===== config.mk =====
export PLATFORM = sky130hd
export DESIGN_NAME = ht_blk_packer
export DESIGN_NICKNAME = d
export VERILOG_FILES = /design/src/rtl/ht_blk_packer.sv
export SDC_FILE = /design/constraint.sdc
export NUM_CORES = 1
export LEC_CHECK = 0
export CORE_AREA = 2 2 189 191
export DETAILED_ROUTE_END_ITERATION = 16
export DIE_AREA = 0 0 191 193
export GPL_TIMING_DRIVEN = 1
export MAX_ROUTING_LAYER = met4
export PLACE_DENSITY = 0.68
export SETUP_SLACK_MARGIN = 0.15
export SLEW_MARGIN = 15
export SYNTH_ARGS = -nofsm -noshare
export SYNTH_HDL_FRONTEND = slang
export SYNTH_SLANG_ARGS = --single-unit

===== constraint.sdc =====
create_clock -name clk -period 2.5 [get_ports clk]
set_input_delay 0.375 -clock clk [delete_from_list [all_inputs] [get_ports clk]]
set_output_delay 0.375 -clock clk [all_outputs]
set_load 0.03 [all_outputs]

===== src/rtl/ht_blk_packer.sv =====
// ht_blk_packer: transmit side of the 4x4 hard-threshold block interface.
// Collects a raster-order serial coefficient stream into a 16-coefficient
// block and presents it in parallel. A fill buffer and an output register
// form a double buffer, so the next block fills while the current one
// waits for blk_oready.
// Optional feature: define HT_NZ_CNT_EN to count the nonzero coefficients
// of each block and present that count on blk_nz. Without it, blk_nz is 0.
module ht_blk_packer #(
    parameter int WIDTH0 = 13,
    parameter int NCOEF  = 16
) (
    input  logic              clk,
    input  logic              rst_n,
    input  logic [WIDTH0-1:0] s_data,
    input  logic              s_valid,
    output logic              s_ready,
    input  logic              blk_flush,
    output logic [WIDTH0-1:0] blk_o0,
    output logic [WIDTH0-1:0] blk_o1,
    output logic [WIDTH0-1:0] blk_o2,
    output logic [WIDTH0-1:0] blk_o3,
    output logic [WIDTH0-1:0] blk_o4,
    output logic [WIDTH0-1:0] blk_o5,
    output logic [WIDTH0-1:0] blk_o6,
    output logic [WIDTH0-1:0] blk_o7,
    output logic [WIDTH0-1:0] blk_o8,
    output logic [WIDTH0-1:0] blk_o9,
    output logic [WIDTH0-1:0] blk_o10,
    output logic [WIDTH0-1:0] blk_o11,
    output logic [WIDTH0-1:0] blk_o12,
    output logic [WIDTH0-1:0] blk_o13,
    output logic [WIDTH0-1:0] blk_o14,
    output logic [WIDTH0-1:0] blk_o15,
    output logic              blk_ovalid,
    input  logic              blk_oready,
    output logic [4:0]        blk_nz
);

    // FILL: collecting beats. HOLD: a completed block waits for the output register.
    typedef enum logic [0:0] {
        ST_FILL = 1'b0,
        ST_HOLD = 1'b1
    } fill_state_t;

    fill_state_t       state_r;
    fill_state_t       state_nxt_s;
    logic [3:0]        idx_r;
    logic [3:0]        idx_nxt_s;
    logic [WIDTH0-1:0] fill_mem_r [NCOEF];
    logic [WIDTH0-1:0] out_mem_r  [NCOEF];
    logic [WIDTH0-1:0] load_data_s [NCOEF];
    logic              blk_ovalid_r;
    logic              accept_s;
    logic              wr_en_s;
    logic              load_s;
    logic              out_free_s;

    // Fill-side state register.
    always_ff @(posedge clk) begin
        if (!rst_n) begin
            state_r <= ST_FILL;
            idx_r   <= 4'd0;
        end else begin
            state_r <= state_nxt_s;
            idx_r   <= idx_nxt_s;
        end
    end

    // Fill-side next state, beat write enable and block hand-over to the output register.
    always_comb begin
        state_nxt_s = state_r;
        idx_nxt_s   = idx_r;
        wr_en_s     = 1'b0;
        load_s      = 1'b0;
        accept_s    = s_valid & (state_r == ST_FILL);
        out_free_s  = ~blk_ovalid_r | blk_oready;
        case (state_r)
            ST_FILL: begin
                if (blk_flush) begin
                    // Flush wins over any beat in the same cycle, including the 16th.
                    idx_nxt_s = 4'd0;
                end else if (accept_s) begin
                    wr_en_s   = 1'b1;
                    idx_nxt_s = idx_r + 4'd1;
                    if (idx_r == 4'd15) begin
                        if (out_free_s) begin
                            load_s = 1'b1;
                        end else begin
                            state_nxt_s = ST_HOLD;
                        end
                    end else begin
                        load_s = 1'b0;
                    end
                end else begin
                    idx_nxt_s = idx_r;
                end
            end
            ST_HOLD: begin
                if (blk_flush) begin
                    state_nxt_s = ST_FILL;
                end else if (out_free_s) begin
                    load_s      = 1'b1;
                    state_nxt_s = ST_FILL;
                end else begin
                    state_nxt_s = ST_HOLD;
                end
            end
            default: begin
                state_nxt_s = ST_FILL;
                idx_nxt_s   = 4'd0;
            end
        endcase
    end

    // Block presented to the output register: on a direct hand-over the
    // 16th coefficient is still on s_data, not yet in the fill buffer.
    always_comb begin
        for (int k = 0; k < NCOEF; k++) begin
            load_data_s[k] = fill_mem_r[k];
        end
        if (state_r == ST_FILL) begin
            load_data_s[NCOEF-1] = s_data;
        end else begin
            load_data_s[NCOEF-1] = fill_mem_r[NCOEF-1];
        end
    end

    // Fill buffer: accepted beats land in slot idx.
    always_ff @(posedge clk) begin
        if (!rst_n) begin
            for (int k = 0; k < NCOEF; k++) begin
                fill_mem_r[k] <= {WIDTH0{1'b0}};
            end
        end else if (wr_en_s) begin
            fill_mem_r[idx_r] <= s_data;
        end else begin
            fill_mem_r <= fill_mem_r;
        end
    end

    // Output register: loads a completed block, clears valid on accept, otherwise holds.
    always_ff @(posedge clk) begin
        if (!rst_n) begin
            blk_ovalid_r <= 1'b0;
            for (int k = 0; k < NCOEF; k++) begin
                out_mem_r[k] <= {WIDTH0{1'b0}};
            end
        end else if (load_s) begin
            blk_ovalid_r <= 1'b1;
            out_mem_r    <= load_data_s;
        end else if (blk_oready) begin
            blk_ovalid_r <= 1'b0;
        end else begin
            blk_ovalid_r <= blk_ovalid_r;
        end
    end

`ifdef HT_NZ_CNT_EN
    logic [4:0] nz_cnt_r;
    logic [4:0] nz_load_s;
    logic [4:0] blk_nz_r;

    function automatic logic [4:0] coef_nz(input logic [WIDTH0-1:0] coef);
        return (coef != {WIDTH0{1'b0}}) ? 5'd1 : 5'd0;
    endfunction

    // Count of the block being handed over; includes the 16th beat on a direct hand-over.
    always_comb begin
        if (state_r == ST_FILL) begin
            nz_load_s = nz_cnt_r + coef_nz(s_data);
        end else begin
            nz_load_s = nz_cnt_r;
        end
    end

    // Per-block nonzero counter; restarts on flush or hand-over, frozen while holding.
    always_ff @(posedge clk) begin
        if (!rst_n) begin
            nz_cnt_r <= 5'd0;
        end else if (blk_flush || load_s) begin
            nz_cnt_r <= 5'd0;
        end else if (wr_en_s) begin
            nz_cnt_r <= nz_cnt_r + coef_nz(s_data);
        end else begin
            nz_cnt_r <= nz_cnt_r;
        end
    end

    // Nonzero count travels with the block into the output register.
    always_ff @(posedge clk) begin
        if (!rst_n) begin
            blk_nz_r <= 5'd0;
        end else if (load_s) begin
            blk_nz_r <= nz_load_s;
        end else begin
            blk_nz_r <= blk_nz_r;
        end
    end

    assign blk_nz = blk_nz_r;
`else
    assign blk_nz = 5'd0;
`endif

    assign s_ready    = (state_r == ST_FILL);
    assign blk_ovalid = blk_ovalid_r;
    assign blk_o0     = out_mem_r[0];
    assign blk_o1     = out_mem_r[1];
    assign blk_o2     = out_mem_r[2];
    assign blk_o3     = out_mem_r[3];
    assign blk_o4     = out_mem_r[4];
    assign blk_o5     = out_mem_r[5];
    assign blk_o6     = out_mem_r[6];
    assign blk_o7     = out_mem_r[7];
    assign blk_o8     = out_mem_r[8];
    assign blk_o9     = out_mem_r[9];
    assign blk_o10    = out_mem_r[10];
    assign blk_o11    = out_mem_r[11];
    assign blk_o12    = out_mem_r[12];
    assign blk_o13    = out_mem_r[13];
    assign blk_o14    = out_mem_r[14];
    assign blk_o15    = out_mem_r[15];

endmodule


==> summary.txt <==
Run status
  – Status: finished clean

Clock network
  – Clk root buf: clkbuf_16
  – Clock transition at path regs: 0.06 ns
  – CTS hold repair buffers: 0
  – TritonCTS clock tree: done
  – Worst-Skew Late Latency: 0.54 ns
  – H-tree level count: 2
  – CTS sink count: 422
  – Num CTS Buffers: 43
  – Maximum clock path buffer count: 3

Routing
  – DRT iter0 DRCs: 628
  – Wire length per cell: 17.8 um
  – DR vias: 10600
  – Routed Wire Length: 38400 um
  – ANT nets after route: 0
  – Via density: 4.93
  – TritonRoute pass-1 iters: 4
  – DRC viols: 0

Global route
  – Initial antenna violation count: 0
  – GR Util All Layers: 0.212
  – Via count of the first global-routing pass: 10400
  – GRT overflow: 0
  – First-pass GRT wire length: 58900 um
  – Largest net degree at the start of global routing: 153

Synthesis
  – Leading area contributor after synthesis: dfxtp_1
  – Ys Warns: 0
  – Synth cell types: 32
  – Mux share of post-synthesis cell area: 0.280
  – Post-Synthesis Cells: 1464
  – Post-synthesis sequential area ratio: 0.547
  – Compound-gate portion of the synthesized area: 0.00502
  – XOR/XNOR share of the synthesized area: 0
  – Flops & latches, synth: 422
  – Yosys top cell area share: 0.547
  – Mean Syn Cell Area: 10.6 sq um
  – Simple-gate share of the synthesized area: 0.121
  – Mapped cell area: 15400 sq um
  – Area contributors post-synth: dfxtp_1 (55%), mux2i_1 (27%), nand2_1 (11%), clkbuf_1 (1.6%), buf_8 (1.1%)
  – Main combinational cell family by area after synthesis: multiplexers
  – Post-Synth Adder-Cell Area: 0.00324

STA
  – Max-slew violations: 0
  – Highest Clock Rate: 0.455 GHz
  – Final WS setup: 0.302 ns
  – Finish-stage setup viols: 0
  – Fin. Hold Viols: 0
  – Hold Worst Slack: 0.253 ns
  – Worst-Margin Slew: 0.664 ns
  – Worst slew margin: 0.557
  – Tcrit/Tclk final: 0.879
  – Setup TNS: 0 ns
  – RSZ-0062 raised after global routing: false
  – Final setup skew: 0.0151 ns
  – Tmin final: 2.20 ns

Power
  – Psw: 2940 uW
  – Sw frac: 0.214
  – P_int: 10800 uW
  – Clk pwr share: 0.485
  – Pleak: 0.00906 uW
  – Pwr Density: 704 nW/um^2
  – Combinational share of power: 0.026
  – Max VDD drop: 0.000485 V
  – Sequential power share: 0.489

Placed design
  – Placed cell areas: 18100 sq um
  – Worst slack, placed: 0.222 ns
  – HPWL after detailed placement: 24200 um
  – Gp weighted congestion: 0.751
  – Port Buffers: 227

Worst setup path
  – Worst path slowest cell: clkdlybuf4s50_1
  – Crit path DAT: 1.82 ns
  – Cell Chain, Critical Path: buf_6, inv_1, clkdlybuf4s50_1
  – Required time of the critical path: 2.12 ns
  – Worst R2R End: blk_o11[11]
  – Worst-path maximum fanout: 14
  – Crit Path Category: reg -> out
  – Startpoint Class: flip-flop
  – Reg2Reg Depth: 5
  – CP peak stage delay: 0.59 ns
  – Worst R2R Start: idx_r[0]
  – R2R Setup Slk: 0.45 ns
  – Critical Path Sink Type: primary output

Die
  – Chip Width: 191 um
  – IO Count: 233
  – # rows: 69
  – Chip height: 193 um
  – Die Area: 36900 sq um
  – Placeable Area: 35000 sq um
  – Initial Util: 0.442

Final layout
  – Share of layout cells above drive strength 1: 0.0785
  – Area growth syn-to-layout: 26.6%
  – Fill cells: 3056
  – FF/Latch Area: 8450 sq um
  – Ant. Diodes: 0
  – Net count, final: 1685
  – Post-route cell area: 19600 sq um
  – Multi-input logic area: 6350 sq um

Min path
  – Worst Hold Class: in -> reg
  – Min-Delay Path Depth: 3
  – HP Start: rst_n
  – Hold Path Sink: blk_o2[5]

Run
  – Max-Cap Viols: 0
-- cell type report --
cell class	count	share of cell area
Clock buffer	59	0.0632
Clock inverter	18	0.0127
Inverter	3	0.000576
Multi-Input combinational cell	925	0.324
Sequential cell	422	0.432
Tap cell	461	0.0295
Timing Repair Buffer	268	0.137
-- power by group through the flow --
stage	sequential (uW)	clock (uW)	combinational (uW)
2_1_floorplan	6890	0	209
3_3_place_gp	6890	0	356
3_5_place_dp	6890	0	358
4_1_cts	6740	6790	359
5_1_grt	6740	7040	382
6_report	6740	6670	357
-- worst max-delay path: cells and delay by family, from the launching register on --
family,cells,cell delay [ns]
DFF,1,0.43
buffers and inverters,3,0.87
-- metrics by stage --
stage / util / power, uW / instances
2_1_floorplan: - / 7100 / 1468
5_1_grt: 0.559 / 14200 / 2156
4_1_cts: 0.559 / 13900 / 2156
3_5_place_dp: 0.517 / 7250 / 2079
6_report: 0.559 / 13800 / 2156
3_3_place_gp: 0.517 / 7250 / 2079
-- synthesized netlist by cell type, drive strengths merged --
| cell | number |
|---|---|
| buf | 53 |
| and4bb | 4 |
| clkbuf | 65 |
| conb | 1 |
| o21bai | 1 |
| or4 | 1 |
| nand2b | 1 |
| mux2i | 417 |
| dfxtp | 422 |
| nand2 | 454 |
| mux2 | 13 |
| nor3 | 1 |
| and3 | 5 |
| a21oi | 1 |
| o21ai | 2 |
| o21a | 1 |
| ha | 4 |
| a22oi | 1 |
| nor2b | 5 |
| nand4 | 1 |
| a21boi | 2 |
| a41oi | 2 |
| nor3b | 1 |
| nor2 | 2 |
| or3 | 1 |
| inv | 3 |
-- state kept, by name, summed over array words and instances (netlist names) --
name        cells
blk_o0         13
blk_o1         13
blk_o10        13
blk_o11        13
blk_o12        13
blk_o13        13
blk_o14        13
blk_o15        13
blk_o2         13
blk_o3         13
blk_o4         13
blk_o5         13
blk_o6         13
blk_o7         13
blk_o8         13
blk_o9         13
blk_ovalid      1
fill_mem_r    208
idx_r           4
state_r         1
-- worst max-delay path by stage --
| stage | to | depth (start not counted) | start |
|---|---|---|---|
| after floorplan | blk_o10[0] | 7 | idx_r[0] |
| after global placement | blk_o11[10] | 5 | s_valid |
| after detailed placement | blk_o6[7] | 5 | s_valid |
| after CTS | s_ready | 3 | state_r |
| after global routing | s_ready | 3 | state_r |
| final | s_ready | 3 | state_r |
-- metal layers --
| layer | vias up | global-route usage | share of wire |
|---|---|---|---|
| met5 | - | - | 0 |
| met4 | 0 | 0.0555 | 0.021 |
| met3 | 57 | 0.0319 | 0.042 |
| met2 | 229 | 0.330 | 0.46 |
| met1 | 5082 | 0.290 | 0.48 |
| li1 | 5257 | - | - |
-- cell usage in the layout (no fill, tap or decap), drive strengths merged --
cell	count
nand2	454
dfxtp	422
mux2i	417
clkdlybuf4s50	226
clkbuf	59
buf	42
mux2	13
clkinv	11
nor2b	5
and3	5
conb	5
bufinv	5
inv	5
ha	4
and4bb	4
nor2	2
o21ai	2
a21boi	2
a41oi	2
nor3	1
or3	1
a21oi	1
nand2b	1
nor3b	1
o21bai	1
a22oi	1
nand4	1
or4	1
o21a	1
-- kinds of logic after synthesis --
| kind of cell | Yosys count |
|---|---|
| AO/OA/AOI/OAI | 10 |
| adder cells (fa/ha/maj) | 4 |
| buffers and inverters | 121 |
| flip-flops | 422 |
| multiplexers | 430 |
| other | 1 |
| AND/OR/NAND/NOR | 476 |
-- what timing repair did --
| action | in CTS | in global routing |
|---|---|---|
| endpoints found under the setup margin | 1 | 1 |
| buffers inserted | 0 | 0 |
| resized for setup | 1 | 1 |
Power figures use the tool's default switching activity.
